## src/rtl/mux16b2_sel.sv

```systemverilog
`timescale 1ns/1ps
// mux16b2_sel: 2:1 word select for datapath select points, with a registered copy of the result.
// Latency: r is combinational (zero cycles); r_q follows the inputs by one core clock.
// Backpressure: none. There is no handshake and no enable, and r_q captures on every rising clk.
//
// Ports:
//   clk  - clock; r_q updates on the rising edge
//   rst  - asynchronous active-high reset; clears r_q only
//   s    - select: 0 chooses a, 1 chooses b
//   a, b - data inputs, WIDTH bits each
//   r    - combinational select result; independent of clk and rst
//   r_q  - registered select result
module mux16b2_sel #(
  parameter int WIDTH = 16
) (
  input  logic             clk,
  input  logic             rst,
  input  logic             s,
  input  logic [WIDTH-1:0] a,
  input  logic [WIDTH-1:0] b,
  output logic [WIDTH-1:0] r,
  output logic [WIDTH-1:0] r_q
);

  logic [WIDTH-1:0] sel_dat;

  // A continuous assign keeps r purely combinational, so no latch can form.
  // The register samples this same net, so r and r_q never disagree about the select.
  assign sel_dat = s ? b : a;
  assign r       = sel_dat;

  always_ff @(posedge clk or posedge rst) begin
    if (rst) begin
      r_q <= '0;
    end else begin
      r_q <= sel_dat;
    end
  end

endmodule

```

## config.mk

```make
export PLATFORM = sky130hd
export DESIGN_NAME = mux16b2_sel
export DESIGN_NICKNAME = d
export VERILOG_FILES = /design/src/rtl/mux16b2_sel.sv
export SDC_FILE = /design/constraint.sdc
export NUM_CORES = 1
export LEC_CHECK = 0
export BUFFER_PORTS_ARGS = -buffer_cell sky130_fd_sc_hd__buf_2
export CAP_MARGIN = 20
export CORE_MARGIN = 4
export CORE_UTILIZATION = 30
export CTS_CLUSTER_DIAMETER = 40
export DETAILED_ROUTE_END_ITERATION = 8
export GPL_TIMING_DRIVEN = 1
export PLACE_DENSITY = 0.7
export SETUP_SLACK_MARGIN = 0.05
export SLEW_MARGIN = 20
export SYNTH_ARGS = -nofsm -noshare
export SYNTH_HDL_FRONTEND = slang
export SYNTH_SLANG_ARGS = --single-unit
export TNS_END_PERCENT = 5
```

## constraint.sdc

```tcl
create_clock -name clk -period 0.8 [get_ports clk]
set_clock_uncertainty 0.15 [all_clocks]
set_input_delay 0.08 -clock clk [delete_from_list [all_inputs] [get_ports clk]]
set_output_delay 0.08 -clock clk [all_outputs]
set_load 0.05 [all_outputs]
```

# Word level (Yosys, flattened, before mapping)
# Cells that the tools add are included.
[word_totals]
in_bits = 35
ff_bits = 16
wordCells = 2
[classes]
n_mux = 1
[ops]
columns = ["cell", "n"]
rows = [
  ["$mux 16", 1],
]

# Depth between registers and ports, before layout
# Gate-level depths: netlist of run 1.
[logic_depth]
ltp_word = 1
mapped_depth = 3

# Worst setup path after synthesis of run 1
# No wires, ideal clock.
[synth_path]
path_type = "input to register"
startpoint = "input s"
endpoint = "register r_q[10]"
t_arrival_ns = 0.717
setup_slack_ns = -0.222
cell_stages = 3
path_cell_list = "buf_6 > buf_12 > mux2_4"
[synth_between]
elab_chain_len = 1
[synth_rtl]
columns = ["element", "line_no", "text"]
rows = [
  ["start, declared", "18", "input logic s,"],
  ["$mux 16", "29", "assign sel_dat = s ? b : a;"],
  ["via r[10]", "21", "output logic [WIDTH-1:0] r,"],
  ["end signal, assigned", "36", "r_q <= sel_dat;"],
  ["end, declared", "22", "output logic [WIDTH-1:0] r_q"],
]
# The timed path passes the listed nets, and every way through them passes these cells.

# Final worst setup path of run 1
[layout_path]
startpoint = "register r_q[7]"
endpoint = "output r_q[7]"
# No word-level cell between the ends.

==> results of run 1 <==
-- metrics by stage --
step,util [%],std cells
2_1_floorplan,-,35
3_3_place_gp,51.7,129
3_5_place_dp,51.7,129
4_1_cts,67.7,136
5_1_grt,67.7,136
6_report,67.7,136
-- cell usage in the layout (no fill, tap or decap) --
cell type / synthesis / final
inv_1: 1 / 1
clkbuf_4: 0 / 3
dlygate4sd3_1: 0 / 1
buf_2: 0 / 33
clkbuf_8: 0 / 1
buf_4: 0 / 1
dfrtp_1: 16 / 16
buf_12: 1 / 4
buf_6: 1 / 28
buf_16: 0 / 1
buf_8: 0 / 4
mux2_4: 10 / 13
mux2_2: 6 / 3
-- Yosys cell counts (all sizes together) --
cell / number
buf: 2
dfrtp: 16
inv: 1
mux2: 16
-- routing by layer --
layer | wire [µm] | vias up
met5 | 0 | -
met4 | 0 | 0
met3 | 302 | 0
met2 | 1000 | 42
met1 | 595 | 258
li1 | - | 269
-- worst paths after layout --
check | startpoint | end | slack, ps | cells past startpoint
worst max-delay path | r_q[7]$_DFF_PP0_ | r_q[7] | -260 | 1
worst min-delay path | b[10] | r_q[10]$_DFF_PP0_ | -100 | 2
max in group asynchronous | rst | r_q[3]$_DFF_PP0_ | 150 | 4
min in group asynchronous | rst | r_q[5]$_DFF_PP0_ | 60 | 3
-- power by group through the flow --
stage	Sequential, mW	Clock, mW	Combinational, mW
after detailed placement	0.899	0	0.847
after global placement	0.896	0	0.839
final	0.899	0.519	1.07
after global routing	0.904	0.582	1.12
after CTS	0.899	0.540	1.08
after floorplan	1.13	0	0.389
-- layout make-up --
cell class / count / area [µm²] / share of cell area, %
clock buffers: 4 / 36.3 / 2.65
inverters: 1 / 3.75 / 0.274
multi-input cells: 16 / 229 / 16.7
flip-flops and latches: 16 / 400 / 29.3
well taps: 27 / 33.8 / 2.47
repair buffers: 72 / 666 / 48.6
-- cells by family (layout without fill, tap and decap cells) --
group / after synthesis / count (layout) / synth area share (%)
buffers and inverters: 3 / 77 / 5.36
multiplexers: 16 / 16 / 33.3
flip-flops: 16 / 16 / 61.3
-- repair_timing --
action / in CTS / in global routing
pin swaps: 0 / 0
setup endpoints to repair: 32 / 32
setup buffers: 1 / 0
gates cloned: 1 / 0
endpoints found under the hold margin: 32 / 16
gates resized for setup: 76 / 0
==> impl_metrics.env, run 1 <==
export IMPL_status="complete, but fails checks"
export IMPL_violations="negative hold slack, negative setup slack"
export IMPL_synth_cell_type_count=6
export IMPL_cts_max_level=1
export IMPL_max_stage_delay_ps=390
export IMPL_setup_viol=32
export IMPL_fin_hold_ws_ps=-104
export IMPL_syn_num_nets=70
export IMPL_top_usage_layer="met2"
export IMPL_grt_pass1_vias=600
export IMPL_path_cells="buf_6"
export IMPL_cp_arrival_ps=830
export IMPL_worstPathRequired_ps=570
export IMPL_synth_area_top_cells="dfrtp_1 61%, mux2_4 23%, mux2_2 10%"
export IMPL_fin_nets=145
export IMPL_use_met1_pct=12.9
export IMPL_grt_max_degree=16
export IMPL_met3_usage_pct=4.36
export IMPL_max_cap_violations=0
export IMPL_grt_first_pass_wirelength_mm=2.72
export IMPL_firstDrtPassIters=2
export IMPL_grt_overflow=0
export IMPL_gp_congestion=0.611
export IMPL_power_frac_seq_pct=36.1
export IMPL_hold_violations=16
export IMPL_cts_root_buf="clkbuf_4"
export IMPL_rows=16
export IMPL_layout_drive_gt1_share_pct=83.5
export IMPL_final_setup_tns_ps=-7370
export IMPL_maxSlewHeadroom_pct=91.5
export IMPL_diodes=0
export IMPL_switching_power_uw=891
export IMPL_rsz0062_at_grt="yes"
export IMPL_port_buffers=66
export IMPL_postCtsHoldBufs=1
export IMPL_setup_ws_ps=-256
export IMPL_place_area_mm2=0.00105
export IMPL_synth_cells=35
export IMPL_pin_count=67
export IMPL_path_delay_family="flip-flops"
export IMPL_avgSynthCellArea_um2=18.7
export IMPL_vias=569
export IMPL_syn_area_um2=653
export IMPL_top_regs="r_q: 16 flops"
export IMPL_criticalPathCategory="reg -> out"
export IMPL_hold_path_class="in -> reg"
export IMPL_yosys_area_top_type="dfrtp_1"
export IMPL_ys_seq_area_share_pct=61.3
export IMPL_preCtsSetupSlack_ps=-352
export IMPL_combPwrFrac_pct=43.1
export IMPL_post_drt_wl_per_cell_um=13.9
export IMPL_core_area_mm2=0.00202
export IMPL_maxSlewViolCount=0
export IMPL_ant_nets=0
export IMPL_clockPowerShare_pct=20.8
export IMPL_layout_min_cycle_time_ps=1060
export IMPL_cts_tree="built"
export IMPL_cts_buffers=3
export IMPL_fillers=142
export IMPL_tightest_slew_ps=128
export IMPL_clock_path_buffers=2
export IMPL_power_internal_mw=1.60
export IMPL_antenna_found_initial=0
export IMPL_final_area_mm2=0.00137
export IMPL_cp_max_fo=1
export IMPL_synthToLayoutAreaGrowth_pct=110
export IMPL_clk_pin_slew_ps=90
export IMPL_min_period_over_period_pct=132
export IMPL_grt_use_total_pct=13.2
export IMPL_ys_ff_latch=16
export IMPL_die_area_mm2=0.00299
export IMPL_via_per_inst=4.18
export IMPL_cts_sinks=16
export IMPL_die_x_um=54.7
export IMPL_vdd_ir_drop_max_v=0.000904
export IMPL_synth_top_cell_area_share_pct=61.3
export IMPL_start_kind="register"
export IMPL_critPathBufInv=1
export IMPL_fmax_mhz=947
export IMPL_grt_use_met2_pct=25.0
export IMPL_power_mw=2.49
export IMPL_largest_reg_flops=16
export IMPL_critPathCaptureType="output port"
export IMPL_drc=0
export IMPL_power_density_mw_per_mm2=1820
export IMPL_swShare_pct=35.8
export IMPL_first_iter_violations=5
export IMPL_initial_core_util_pct=32.3
export IMPL_largest_register="r_q"
export IMPL_critPathSlowestCell="dfrtp_1"
export IMPL_wl_mm=1.90
export IMPL_ys_warn_count=0
export IMPL_die_h_um=54.7
export IMPL_power_leakage_nw=0.719
Note: power is estimated with default switching activity, not from simulation.
==> run 2: changes to the inputs <==
Settings changed: CORE_UTILIZATION 30 to 36, PLACE_DENSITY 0.7 to default, PLACE_DENSITY_LB_ADDON from default to 0.08.
Clock period 0.8 ns to 1.3 ns, I/O delays scaled along.
==> impl_metrics.env, run 2 (synthesis results as in run 1) <==
export IMPL_status="complete, but fails checks"
export IMPL_violations="negative hold slack"
export IMPL_grt_max_degree=17
export IMPL_fin_hold_ws_ps=-53.6
export IMPL_pin_count=67
export IMPL_vias=549
export IMPL_worstPathRequired_ps=1310
export IMPL_cts_max_level=1
export IMPL_synthToLayoutAreaGrowth_pct=62.5
export IMPL_core_area_mm2=0.00173
export IMPL_cts_sinks=16
export IMPL_wl_mm=1.62
export IMPL_die_x_um=50.6
export IMPL_min_period_over_period_pct=96.6
export IMPL_firstDrtPassIters=2
export IMPL_clockPowerShare_pct=18.4
export IMPL_grt_first_pass_wirelength_mm=2.52
export IMPL_maxSlewHeadroom_pct=60.9
export IMPL_largest_register="r_q"
export IMPL_setup_viol=0
export IMPL_rows=15
export IMPL_hold_depth=2
export IMPL_diodes=0
export IMPL_criticalPathCategory="in -> reg"
export IMPL_antenna_found_initial=0
export IMPL_clk_pin_slew_ps=80
export IMPL_cts_tree="built"
export IMPL_hold_path_class="in -> reg"
export IMPL_cts_root_buf="clkbuf_4"
export IMPL_vdd_ir_drop_max_v=0.000712
export IMPL_cts_buffers=3
export IMPL_power_density_mw_per_mm2=1220
export IMPL_combPwrFrac_pct=39.8
export IMPL_fin_nets=143
export IMPL_grt_overflow=0
export IMPL_final_setup_tns_ps=0
export IMPL_largest_reg_flops=16
export IMPL_power_frac_seq_pct=41.8
export IMPL_cp_max_fo=16
export IMPL_grt_pass1_vias=580
export IMPL_post_cts_buffers=0
export IMPL_ant_nets=0
export IMPL_power_internal_uw=795
export IMPL_cp_arrival_ps=1260
export IMPL_tightest_slew_ps=586
export IMPL_grt_use_total_pct=13.0
export IMPL_via_per_inst=4.19
export IMPL_start_kind="primary input"
export IMPL_swShare_pct=38.7
export IMPL_max_cap_violations=0
export IMPL_switching_power_uw=501
export IMPL_first_iter_violations=1
export IMPL_top_regs="r_q: 16 flops"
export IMPL_final_cell_mix="64 x buf_2, 16 x dfrtp_1, 10 x mux2_4"
export IMPL_layout_drive_gt1_share_pct=81.1
export IMPL_post_drt_wl_per_cell_um=12.4
export IMPL_clock_path_buffers=2
export IMPL_drc=0
export IMPL_die_area_mm2=0.00256
export IMPL_final_common_cell="buf_2"
export IMPL_rsz0062_at_grt="yes"
export IMPL_maxSlewViolCount=0
export IMPL_postCtsHoldBufs=3
export IMPL_layout_min_cycle_time_ps=1260
export IMPL_hold_violations=14
export IMPL_initial_core_util_pct=37.8
export IMPL_gp_congestion=0.667
export IMPL_die_h_um=50.6
export IMPL_power_leakage_nw=0.595
export IMPL_power_mw=1.30
export IMPL_fmax_mhz=797
export IMPL_critPathCaptureType="register"
export IMPL_port_buffers=66
## run 2: changes by cell type in the layout (fill, tap and decap cells not counted), sizes merged
cell / previous run / this run
buf: 71 / 67
clkbuf: 4 / 3
dlygate4sd3: 1 / 3
## run 2: power groups by stage
stage | Sequential [mW] | Combinational, mW | Clock, mW
final | 0.541 | 0.515 | 0.239
after detailed placement | 0.552 | 0.508 | 0
after global placement | 0.552 | 0.505 | 0
after CTS | 0.542 | 0.520 | 0.253
after floorplan | 0.693 | 0.238 | 0
after global routing | 0.546 | 0.539 | 0.271
## run 2: path summary, 6_finish.rpt
path	startpoint	endpoint	slack, ps
max in group asynchronous	rst	r_q[8]$_DFF_PP0_	310
min	a[11]	r_q[11]$_DFF_PP0_	-50
max	s	r_q[5]$_DFF_PP0_	40
min in group asynchronous	rst	r_q[15]$_DFF_PP0_	310
## run 2: per-stage QoR
step	hold slack [ps]	setup WS (ps)	area [µm²]	util [%]	std cells
2_1_floorplan	-106	228	653	-	35
3_3_place_gp	71.5	56.0	1000	58.1	125
3_5_place_dp	77.5	46.3	1000	58.1	125
4_1_cts	-59.9	48.0	1060	61.3	131
5_1_grt	-61.9	39.8	1060	61.4	131
6_report	-53.6	44.7	1060	61.4	131
## run 2: cell type report
type	instances	area [µm²]
Tap cell	25	31.3
Clock buffer	3	22.5
Fill cell	148	666
Multi-Input combinational cell	16	218
Timing Repair Buffer	70	385
Inverter	1	3.75
Sequential cell	16	400
## run 2: metal layers
layer	vias up	track usage, %	routed length (µm)
met1	255	12.5	550
met5	-	0	0
met4	0	4.04	0
met3	0	2.97	114
met2	31	26.5	955
li1	263	-	-
## run 2: critical path: stages
cell           delay [ps]
buf_2                 100
buf_12                160
mux2_4                310
dlygate4sd3_1         560
## run 2: timing repair
item / 4_1_cts / 5_1_grt
endpoints found under the hold margin: 32 / 14
endpoints found under the setup margin: 2 / 7
gates resized for setup: 1 / 2
